[src/rtl/alu_pkt_initiator_pkg.sv]
// Shared constants, enums and helpers for the ALU packet initiator.
package alu_pkt_initiator_pkg;

  localparam int unsigned DATA_W        = 8;
  localparam int unsigned LEN_W         = 16;
  localparam int unsigned RES_W         = 32;
  localparam int unsigned HDR_BYTES     = 4;
  localparam int unsigned MAX_PAYLOAD   = 65531;
  localparam int unsigned ADD_RSP_BYTES = RES_W / DATA_W;

  localparam logic [7:0] OPC_ADD  = 8'hAD;
  localparam logic [7:0] OPC_ECHO = 8'hEC;

  typedef enum logic [1:0] {
    ST_OK      = 2'd0,
    ST_BAD_LEN = 2'd1,
    ST_TIMEOUT = 2'd2
  } status_t;

  typedef enum logic [2:0] {
    I_IDLE,
    I_TX_OPCODE,
    I_TX_RSVD,
    I_TX_LEN_LSB,
    I_TX_LEN_MSB,
    I_TX_PAYLOAD,
    I_WAIT_RSP
  } init_state_t;

  // Payload must leave room for the header in the 16-bit length field; ADD needs whole words.
  function automatic logic len_is_bad(input logic [7:0] opc, input logic [LEN_W-1:0] len);
    return (32'(len) > MAX_PAYLOAD) || ((opc == OPC_ADD) && (len[1:0] != 2'b00));
  endfunction

endpackage

[src/rtl/alu_rsp_collector.sv]
// Reply side of the initiator: counts rx bytes, assembles the ADD result, passes ECHO bytes through.
module alu_rsp_collector
  import alu_pkt_initiator_pkg::*;
(
  input  logic              clk_i,
  input  logic              rst_i,
  input  logic              clear_i,
  input  logic              active_i,
  input  logic              mode_add_i,
  input  logic [LEN_W-1:0]  expect_cnt_i,
  input  logic [DATA_W-1:0] rx_data_i,
  input  logic              rx_valid_i,
  output logic              rx_ready_o,
  output logic [DATA_W-1:0] rsp_data_o,
  output logic              rsp_valid_o,
  input  logic              rsp_ready_i,
  output logic [RES_W-1:0]  result_o,
  output logic              rx_hs_c,
  output logic              rx_done_c
);

  logic [LEN_W-1:0] rx_cnt_q, rx_cnt_d;
  logic [RES_W-1:0] result_q, result_d;
  logic             collecting;

  assign rsp_data_o = rx_data_i;
  assign result_o   = result_q;

  always_comb begin
    collecting  = active_i && (rx_cnt_q != expect_cnt_i);
    rx_ready_o  = 1'b1;
    rsp_valid_o = 1'b0;
    rx_cnt_d    = rx_cnt_q;
    result_d    = result_q;
    // Bytes beyond the expected count, or outside a command, are swallowed.
    if (collecting && !mode_add_i) begin
      rx_ready_o  = rsp_ready_i;
      rsp_valid_o = rx_valid_i;
    end
    if (rst_i) rx_ready_o = 1'b0;
    rx_hs_c = collecting && rx_valid_i && rx_ready_o;
    if (clear_i) begin
      rx_cnt_d = '0;
      result_d = '0;
    end else if (rx_hs_c) begin
      rx_cnt_d = rx_cnt_q + LEN_W'(1);
      if (mode_add_i) result_d = {result_q[RES_W-DATA_W-1:0], rx_data_i};
    end
    rx_done_c = (rx_cnt_d == expect_cnt_i);
  end

  always_ff @(posedge clk_i) begin
    if (rst_i) begin
      rx_cnt_q <= '0;
      result_q <= '0;
    end else begin
      rx_cnt_q <= rx_cnt_d;
      result_q <= result_d;
    end
  end

endmodule

[src/rtl/alu_pkt_initiator.sv]
// Host-side master for the UART ALU packet protocol: sends header + payload, collects the reply.
module alu_pkt_initiator
  import alu_pkt_initiator_pkg::*;
#(
  parameter int unsigned TIMEOUT_CYCLES = 1000000,
  parameter int unsigned DATA_WIDTH     = 8
) (
  input  logic                  clk_i,
  input  logic                  rst_i,
  input  logic                  cmd_valid_i,
  output logic                  cmd_ready_o,
  input  logic [7:0]            cmd_opcode_i,
  input  logic [LEN_W-1:0]      cmd_len_i,
  input  logic [DATA_WIDTH-1:0] pay_data_i,
  input  logic                  pay_valid_i,
  output logic                  pay_ready_o,
  output logic [DATA_WIDTH-1:0] tx_data_o,
  output logic                  tx_valid_o,
  input  logic                  tx_ready_i,
  input  logic [DATA_WIDTH-1:0] rx_data_i,
  input  logic                  rx_valid_i,
  output logic                  rx_ready_o,
  output logic [DATA_WIDTH-1:0] rsp_data_o,
  output logic                  rsp_valid_o,
  input  logic                  rsp_ready_i,
  output logic [RES_W-1:0]      result_o,
  output logic                  done_o,
  output logic [1:0]            status_o
);

  localparam int unsigned     TMO_W    = $clog2(TIMEOUT_CYCLES + 1);
  localparam logic [TMO_W-1:0] TMO_LAST = TMO_W'(TIMEOUT_CYCLES - 1);
  localparam logic [TMO_W-1:0] TMO_MAX  = TMO_W'(TIMEOUT_CYCLES);

  init_state_t      state_q, state_d;
  logic [7:0]       op_q, op_d;
  logic [LEN_W-1:0] len_q, len_d;
  logic [LEN_W-1:0] exp_q, exp_d;
  logic [LEN_W-1:0] pay_cnt_q, pay_cnt_d;
  logic [TMO_W-1:0] tmo_q, tmo_d;
  logic             done_q, done_d;
  status_t          status_q, status_d;
  logic             clear_c, rx_hs_c, rx_done_c;
  logic [LEN_W-1:0] len_field_c;

  assign len_field_c = len_q + LEN_W'(HDR_BYTES);
  assign cmd_ready_o = (state_q == I_IDLE);
  assign done_o      = done_q;
  assign status_o    = status_q;

  always_comb begin
    state_d     = state_q;
    op_d        = op_q;
    len_d       = len_q;
    exp_d       = exp_q;
    pay_cnt_d   = pay_cnt_q;
    tmo_d       = tmo_q;
    done_d      = 1'b0;
    status_d    = status_q;
    clear_c     = 1'b0;
    tx_valid_o  = 1'b0;
    tx_data_o   = DATA_WIDTH'(op_q);
    pay_ready_o = 1'b0;
    case (state_q)
      I_IDLE: begin
        if (cmd_valid_i) begin
          if (len_is_bad(cmd_opcode_i, cmd_len_i)) begin
            done_d   = 1'b1;
            status_d = ST_BAD_LEN;
          end else begin
            op_d      = cmd_opcode_i;
            len_d     = cmd_len_i;
            exp_d     = (cmd_opcode_i == OPC_ADD) ? LEN_W'(ADD_RSP_BYTES) : cmd_len_i;
            pay_cnt_d = '0;
            tmo_d     = '0;
            clear_c   = 1'b1;
            state_d   = I_TX_OPCODE;
          end
        end
      end
      I_TX_OPCODE: begin
        tx_valid_o = 1'b1;
        if (tx_ready_i) state_d = I_TX_RSVD;
      end
      I_TX_RSVD: begin
        tx_valid_o = 1'b1;
        tx_data_o  = '0;
        if (tx_ready_i) state_d = I_TX_LEN_LSB;
      end
      I_TX_LEN_LSB: begin
        tx_valid_o = 1'b1;
        tx_data_o  = DATA_WIDTH'(len_field_c[7:0]);
        if (tx_ready_i) state_d = I_TX_LEN_MSB;
      end
      I_TX_LEN_MSB: begin
        tx_valid_o = 1'b1;
        tx_data_o  = DATA_WIDTH'(len_field_c[15:8]);
        if (tx_ready_i) begin
          state_d = (len_q == '0) ? I_WAIT_RSP : I_TX_PAYLOAD;
          tmo_d   = '0;
        end
      end
      I_TX_PAYLOAD: begin
        tx_valid_o  = pay_valid_i;
        tx_data_o   = pay_data_i;
        pay_ready_o = tx_ready_i;
        if (pay_valid_i && tx_ready_i) begin
          pay_cnt_d = pay_cnt_q + LEN_W'(1);
          if (pay_cnt_d == len_q) begin
            state_d = I_WAIT_RSP;
            tmo_d   = '0;
          end
        end
      end
      I_WAIT_RSP: begin
        // An rx byte in the terminal-count cycle restarts the timer rather than timing out.
        if (rx_hs_c)               tmo_d = '0;
        else if (tmo_q != TMO_MAX) tmo_d = tmo_q + TMO_W'(1);
        if (rx_done_c) begin
          done_d   = 1'b1;
          status_d = ST_OK;
          state_d  = I_IDLE;
        end else if (!rx_hs_c && (tmo_q == TMO_LAST)) begin
          done_d   = 1'b1;
          status_d = ST_TIMEOUT;
          state_d  = I_IDLE;
        end
      end
      default: state_d = I_IDLE;
    endcase
  end

  always_ff @(posedge clk_i) begin
    if (rst_i) begin
      state_q   <= I_IDLE;
      op_q      <= OPC_ECHO;
      len_q     <= '0;
      exp_q     <= '0;
      pay_cnt_q <= '0;
      tmo_q     <= '0;
      done_q    <= 1'b0;
      status_q  <= ST_OK;
    end else begin
      state_q   <= state_d;
      op_q      <= op_d;
      len_q     <= len_d;
      exp_q     <= exp_d;
      pay_cnt_q <= pay_cnt_d;
      tmo_q     <= tmo_d;
      done_q    <= done_d;
      status_q  <= status_d;
    end
  end

  alu_rsp_collector u_collector (
    .clk_i        (clk_i),
    .rst_i        (rst_i),
    .clear_i      (clear_c),
    .active_i     (state_q != I_IDLE),
    .mode_add_i   (op_q == OPC_ADD),
    .expect_cnt_i (exp_q),
    .rx_data_i    (rx_data_i),
    .rx_valid_i   (rx_valid_i),
    .rx_ready_o   (rx_ready_o),
    .rsp_data_o   (rsp_data_o),
    .rsp_valid_o  (rsp_valid_o),
    .rsp_ready_i  (rsp_ready_i),
    .result_o     (result_o),
    .rx_hs_c      (rx_hs_c),
    .rx_done_c    (rx_done_c)
  );

endmodule

[config.mk]
export PLATFORM = sky130hd
export DESIGN_NAME = alu_pkt_initiator
export DESIGN_NICKNAME = d
export VERILOG_FILES = /design/src/rtl/alu_pkt_initiator_pkg.sv /design/src/rtl/alu_rsp_collector.sv /design/src/rtl/alu_pkt_initiator.sv
export SDC_FILE = /design/constraint.sdc
export NUM_CORES = 1
export LEC_CHECK = 0
export CAP_MARGIN = 10
export CORE_MARGIN = 2
export CORE_UTILIZATION = 50
export CTS_CLUSTER_DIAMETER = 150
export CTS_CLUSTER_SIZE = 12
export DETAILED_ROUTE_END_ITERATION = 7
export PLACE_DENSITY_LB_ADDON = 0.08
export REMOVE_ABC_BUFFERS = 1
export SLEW_MARGIN = 20
export SYNTH_ARGS = -nofsm -noshare
export SYNTH_HDL_FRONTEND = slang
export SYNTH_SLANG_ARGS = --single-unit
[constraint.sdc]
create_clock -name clk_i -period 2.95 [get_ports clk_i]
set_input_delay 0.59 -clock clk_i [delete_from_list [all_inputs] [get_ports clk_i]]
set_output_delay 0.59 -clock clk_i [all_outputs]
set_load 0.02 [all_outputs]
**After elaboration in Yosys (flattened, before gate mapping)**

Index checks and enable logic that the tools add are counted.

- Bits in registers: 130
- Bits of input ports: 47
- Output and inout bits: 56
- Word-level logic and storage cells: 111

- $add $sub $neg: 4
- Order comparisons: 1
- Equal/unequal tests: 24
- Muxes and demuxes: 46
- Bitwise gates (word level): 1
- Reduce and logical (&&, ||, !) cells: 25

Operator list:

| cell | count |
|---|---|
| 20-bit two-way mux | 7 |
| 16-bit two-way mux | 6 |
| 20-bit one-hot mux with 4 select lines | 1 |
| 16-bit by 1-bit adder with 16-bit output, second input constant | 2 |
| 16-bit == test | 2 |
| 16-bit one-hot mux with 2 select lines | 1 |
| 8-bit one-hot mux with 4 select lines | 1 |
| 3-bit two-way mux | 10 |
| 3-bit one-hot mux with 7 select lines | 1 |
| 20-bit by 1-bit adder with 20-bit output, second input constant | 1 |
| 20-bit == test, second input constant | 1 |
| 20-bit inequality test, second input constant | 1 |
| 16-bit by 3-bit adder with 16-bit output, second input constant | 1 |
| 8-bit == test, second input constant | 2 |
| 16-bit greater-than comparator, second input constant | 1 |
| 16-bit zero test | 1 |
| 16-bit inequality test | 1 |
| 2-bit inequality test, second input constant | 8 |
| 1-bit two-way mux | 11 |
| 2-bit two-way mux | 5 |
| 3-bit == test, second input constant | 3 |
| 9-bit AND reduction | 1 |
| 4-bit AND reduction | 2 |
| 1-bit logical AND | 7 |
| other kinds (18) | 24 |

**Logic depth before layout (Yosys ltp)**

- Word-level depth: 11
- Gate-level depth with buffers: 14
- Depth with buffers taken out: 12

**By module**

From an unflattened synthesis, not the netlist that was laid out.

- Cells, all modules: 1,015
- Area, all modules: 7,588.5 µm²

Modules (own cells, without submodules):

| module | times used | cells each | area an instance (µm²) | sequential area each (µm²) |
|---|---|---|---|---|
| alu_pkt_initiator | 1 | 679 | 4,941.0 | 1,641.6 |
| alu_rsp_collector | 1 | 336 | 2,647.5 | 960.9 |

**Worst setup path after synthesis**

Ideal clock, no wire load.

- Kind: register to register
- Start point: reg state_q[2]
- End point: reg state_q[1]
- Library setup time: 0.115 ns
- Arrival time: 3.015 ns
- Data required time: 2.835 ns
- Setup slack: -0.179 ns
- Cell stages (with the launch flop): 12
- Buffers on the path: 2
- Clock period less this slack: 3.129 ns
- Path through: dfxtp_1 clkbuf_1 nor3_1 nand2_1 or3_1 clkbuf_1 a311oi_1 o311ai_0 nor4_1 and4_1 o31ai_1 o21a_1

- Elaborated cells on any way between the ends: 32
- Those cells by class: eq/ne (16); mux (7); reduce/logical (9)

RTL lines:

| element | line | RTL |
|---|---|---|
| start, declared | alu_pkt_initiator.sv:35 | `init_state_t state_q, state_d;` |
| start signal, assigned | alu_pkt_initiator.sv:144 | `state_q <= state_d;` |
| 3-bit zero test (*) | -- |  |
| named net cmd_ready_o | alu_pkt_initiator.sv:11 | `output logic cmd_ready_o,` |
| 1-bit two-way mux | alu_pkt_initiator.sv:64 | `case (state_q)` |
| 16-bit two-way mux | alu_rsp_collector.sv:42 | `if (clear_i) begin` |
| 16-bit == test | alu_rsp_collector.sv:49 | `rx_done_c = (rx_cnt_d == expect_cnt_i);` |
| 3-bit inequality test (no line) / 3-bit two-way mux (equally long branches) | -- |  |
| 9-bit AND reduction (no line) / 3-bit one-hot mux with 7 select lines (equally long branches) | -- |  |

Mark *: on every way through the listed nets, which the timed path passes. The rest lies on a longest branch.
A chain may end at the register's enable or synchronous reset.

**Worst setup path after layout**

- Start point: reg pay_cnt_q[0]
- End point: reg tmo_q[8]

- Cells in the longest elaborated chain, start to end: 4

RTL lines:

| element | line | RTL |
|---|---|---|
| start, declared | alu_pkt_initiator.sv:39 | `logic [LEN_W-1:0] pay_cnt_q, pay_cnt_d;` |
| start signal, assigned | alu_pkt_initiator.sv:148 | `pay_cnt_q <= pay_cnt_d;` |
| 16-bit by 1-bit adder with 16-bit output | alu_pkt_initiator.sv:108 | `pay_cnt_d = pay_cnt_q + LEN_W'(1);` |
| 16-bit == test | alu_pkt_initiator.sv:109 | `if (pay_cnt_d == len_q) begin` |
| 2-bit inequality test (no line) | -- |  |
| 7-bit AND reduction (no line) | -- |  |
| end signal, assigned | alu_pkt_initiator.sv:149 | `tmo_q <= tmo_d;` |
| end, declared | alu_pkt_initiator.sv:40 | `logic [TMO_W-1:0] tmo_q, tmo_d;` |

No other way between the ends.

==> results.yml <==
critical_path:
  worst-endpoint-required_ns: 3.29
  cp-start-kind: "flip-flop"
  most_common_cell_on_crit_path: "and3_1"
  critPathArrivalTime_ns: 3.53
  timing.critical_path.slowest_stage_cell: "or4_4"
  maximum_fanout_along_the_worst_path: 6
  end_kind: "flip-flop"
  timing.setup.critical_path_class: "flip-flop to flip-flop"
  setup.worst_path.start: "pay_cnt_q[0]$_SDFFE_PP0P_"
  crit_path_cell_trace: "ha_2, and3_1, and3_1, xnor2_1, or4_4, nor4_2, buf_4, a31o_4, a22oi_4, or2_4, or3_1, a21oi_1"
  rr_startpoint: "pay_cnt_q[0]$_SDFFE_PP0P_"
  critical-path-max-stage-delay_ns: 0.54
clock_tree:
  cts-buffers-inserted: 17
  clock_latency_reported_for_the_late_side_of_the_worst_skew_pair_ns: 0.42
  clk_pin_slew_ns: 0.06
  cts_tree: "built"
  ctsHoldBuffers: 0
  clockRootBuffer: "clkbuf_16"
  clock_sink_count: 130
  cts_max_path_buffers: 2
  cts_max_level: 4
timing:
  setup_tns_ns: -2.367
  number_of_max_slew_violations_in_the_final_report: 0
  maxSlewHeadroom_pct: 38.84
  timing_worst_slew_pin_value_ns: 0.9149
  rsz_0062_raised_after_global_routing: "true"
  fin_worst_hold_slack_ns: 0.4595
  finalWorstPathRequiredPeriod_ns: 3.187
  post-route-period-util_pct: 108.0
  finalSetupViolations: 23
  hold_violations: 0
  final.setup.worst_slack_ns: -0.2369
  timing.clock.skew_ns: 0.008929
  max_freq_mhz: 313.8
placement:
  dp_hpwl_um: 15470
  gp_congestion: 0.8970
  io_buffers: 102
outcome:
  run_status: "finished with violations"
  failed_checks: "negative setup slack"
routing:
  drt_iter0_drc: 655
  route.final.wire_length_um: 23030
  postRouteAntennaNets: 0
  num_vias: 7828
  avgViaCountPerCell: 5.632
  drt-wirelength-per-cell_um: 16.57
  drc: 0
  first_pass_iters: 6
finish:
  nNetsFinal: 1250
  layout-drive-gt1-share_pct: 27.36
  flow.area_growth_from_synthesis_pct: 48.45
  finalCoreUtilization_pct: 76.74
  n_antenna_cell: 0
yosys:
  number_of_different_library_cells_in_the_post_synthesis_netlist: 65
  yosys_warnings: 0
  synth_top_area_share_pct: 35.99
  synth-async-reset-ratio_pct: 0
  post_synth_inst_count: 951
  postSynthAreaPerCell_um2: 7.603
  most_instantiated_library_cell_after_synthesis: "nand2_1"
  ys_top_cells_by_count: "nand2_1, dfxtp_1, a21oi_1, nor2_1, xnor2_1"
  synth_largest_area_cell: "dfxtp_1"
  synth.area.top_cells: "dfxtp_1, nand2_1, a21oi_1"
  yosysSeqAreaShare_pct: 35.99
  ys.flop_type: "dfxtp_1"
  syn-cell-area_um2: 7231
  synth-edff-count: 0
  synth_register_bits: 130
global_route:
  grt_usage_pct: 29.26
  largest_net_degree_at_the_start_of_global_routing: 68
  groute.layer.met2.usage_pct: 46.29
  met3_usage_pct: 7.302
  grt_pass1_wl_um: 37110
  grt-ovfl-total: 0
  grt_pass1_vias: 7386
  grt_antenna_before_repair: 0
  use_met1_pct: 38.59
  top_usage_layer: "met2"
min_path:
  worstHoldStart: "u_collector.result_o[31]$_SDFFE_PP0P_"
  timing.hold.worst.class: "flip-flop to flip-flop"
floorplanning:
  io_pins: 103
  die-area_um2: 15440
  die_x_um: 124.3
  design.core.area_um2: 13990
  site_row_count: 43
  fp.dieH_um: 124.3
  starting_density_of_the_core_pct: 51.69
pwr:
  powerDensity_nw_per_um2: 634.4
  power.ir.vdd_worst_mv: 0.5180
  power.leakage_nw: 4.182
job:
  max-cap-violations: 0
state kept, by name, summed over array words and instances, names as in the netlist, 3 cells and up:
| register | cells |
|---|---|
| len_q | 16 |
| exp_q | 16 |
| u_collector.result_o | 32 |
| state_q | 3 |
| op_q | 8 |
| pay_cnt_q | 16 |
| tmo_q | 20 |
| u_collector.rx_cnt_q | 16 |
metrics by stage:
| stage | power (mW) | instances | worst slack, ns | cell area [µm²] |
|---|---|---|---|---|
| 2_1_floorplan | 3.241 | 879 | -2.392 | 6913 |
| 3_3_place_gp | 4.323 | 1339 | -0.6033 | 9544 |
| 3_5_place_dp | 4.338 | 1339 | -0.7201 | 9544 |
| 4_1_cts | 6.757 | 1390 | -0.2445 | 10580 |
| 5_1_grt | 7.118 | 1390 | -0.3575 | 10730 |
| 6_report | 6.809 | 1390 | -0.2369 | 10730 |
area by class of cell:
type	count	area (µm²)
Clock buffer	18	439.2
Timing Repair Buffer	298	2551
Sequential cell	130	2618
Clock inverter	14	166.4
Fill cell	1037	3254
Inverter	13	51.30
Tap cell	180	225.2
Multi-Input combinational cell	737	4683
report_power, final:
part / internal (mW) / total (mW) / switching (mW)
Clock: 1.30 / 2.18 / 0.880
Combinational: 1.15 / 2.61 / 1.46
Sequential: 1.89 / 2.02 / 0.127
Total: 4.34 / 6.81 / 2.47
metal layers:
| metal | share of wire [%] | up-vias |
|---|---|---|
| met5 | 0 | - |
| met4 | 2.8 | 0 |
| met3 | 6.3 | 50 |
| met2 | 47 | 284 |
| met1 | 44 | 3679 |
| li1 | - | 3815 |
path summary, 6_finish.rpt:
path	cells past startpoint	slack (ns)	endpoint
worst max-delay path	12	-0.24	tmo_q[8]$_SDFFE_PP0P_
worst min-delay path	2	0.46	u_collector.result_o[31]$_SDFFE_PP0P_
worst max register to register	12	-0.24	tmo_q[8]$_SDFFE_PP0P_
worst min register to register	2	0.46	u_collector.result_o[31]$_SDFFE_PP0P_
critical path: cells and delay by family, from the launching register on:
| kind | cells | cell delay, ns |
|---|---|---|
| AOI/OAI and AO/OA | 3 | 0.42 |
| buffers and inverters | 1 | 0.17 |
| adders and majority gates | 1 | 0.21 |
| xor gates and xnor gates | 1 | 0.13 |
| and+or+nand+nor | 6 | 1.85 |
| DFF | 1 | 0.33 |
placed cells by master, fill, tap and decap left out, drive strengths merged, types with 4 or more instances in the layout:
master         count
a221oi             8
ha                 6
and4               4
o211ai             7
nor2b              6
buf              200
dlygate4sd2        4
o31ai              6
nand4             19
clkinv             4
clkbuf            20
nor4              17
dfxtp            130
inv               21
nor4b              5
clkdlybuf4s50     89
or4                5
xnor2             61
or3               20
a31oi              4
nor2              78
nand2            169
o21ai             36
and3              20
xor2              25
a22oi             10
or2                7
nor3              18
nand3             36
nand3b             5
nor3b              7
a21oi            114
a211oi             4
and2               9
kinds of logic after synthesis:
logic type,count (synthesis),share of synthesized area (%)
XOR/XNOR,88,11.04
flip-flops,130,35.99
adder cells (fa/ha/maj),6,1.038
AO/OA/AOI/OAI,201,16.11
buffers and inverters,85,5.070
multiplexers,4,0.5710
AND/OR/NAND/NOR,437,30.18
repair_timing:
action / 4_1_cts / 5_1_grt
gates cloned: 4 / 0
setup endpoints to repair: 35 / 36
setup buffers: 15 / 3
pin swaps: 42 / 20
hold endpoints to repair: 0 / 0
resized for setup: 78 / 63
No activity file was read; power rests on OpenSTA's default activity.
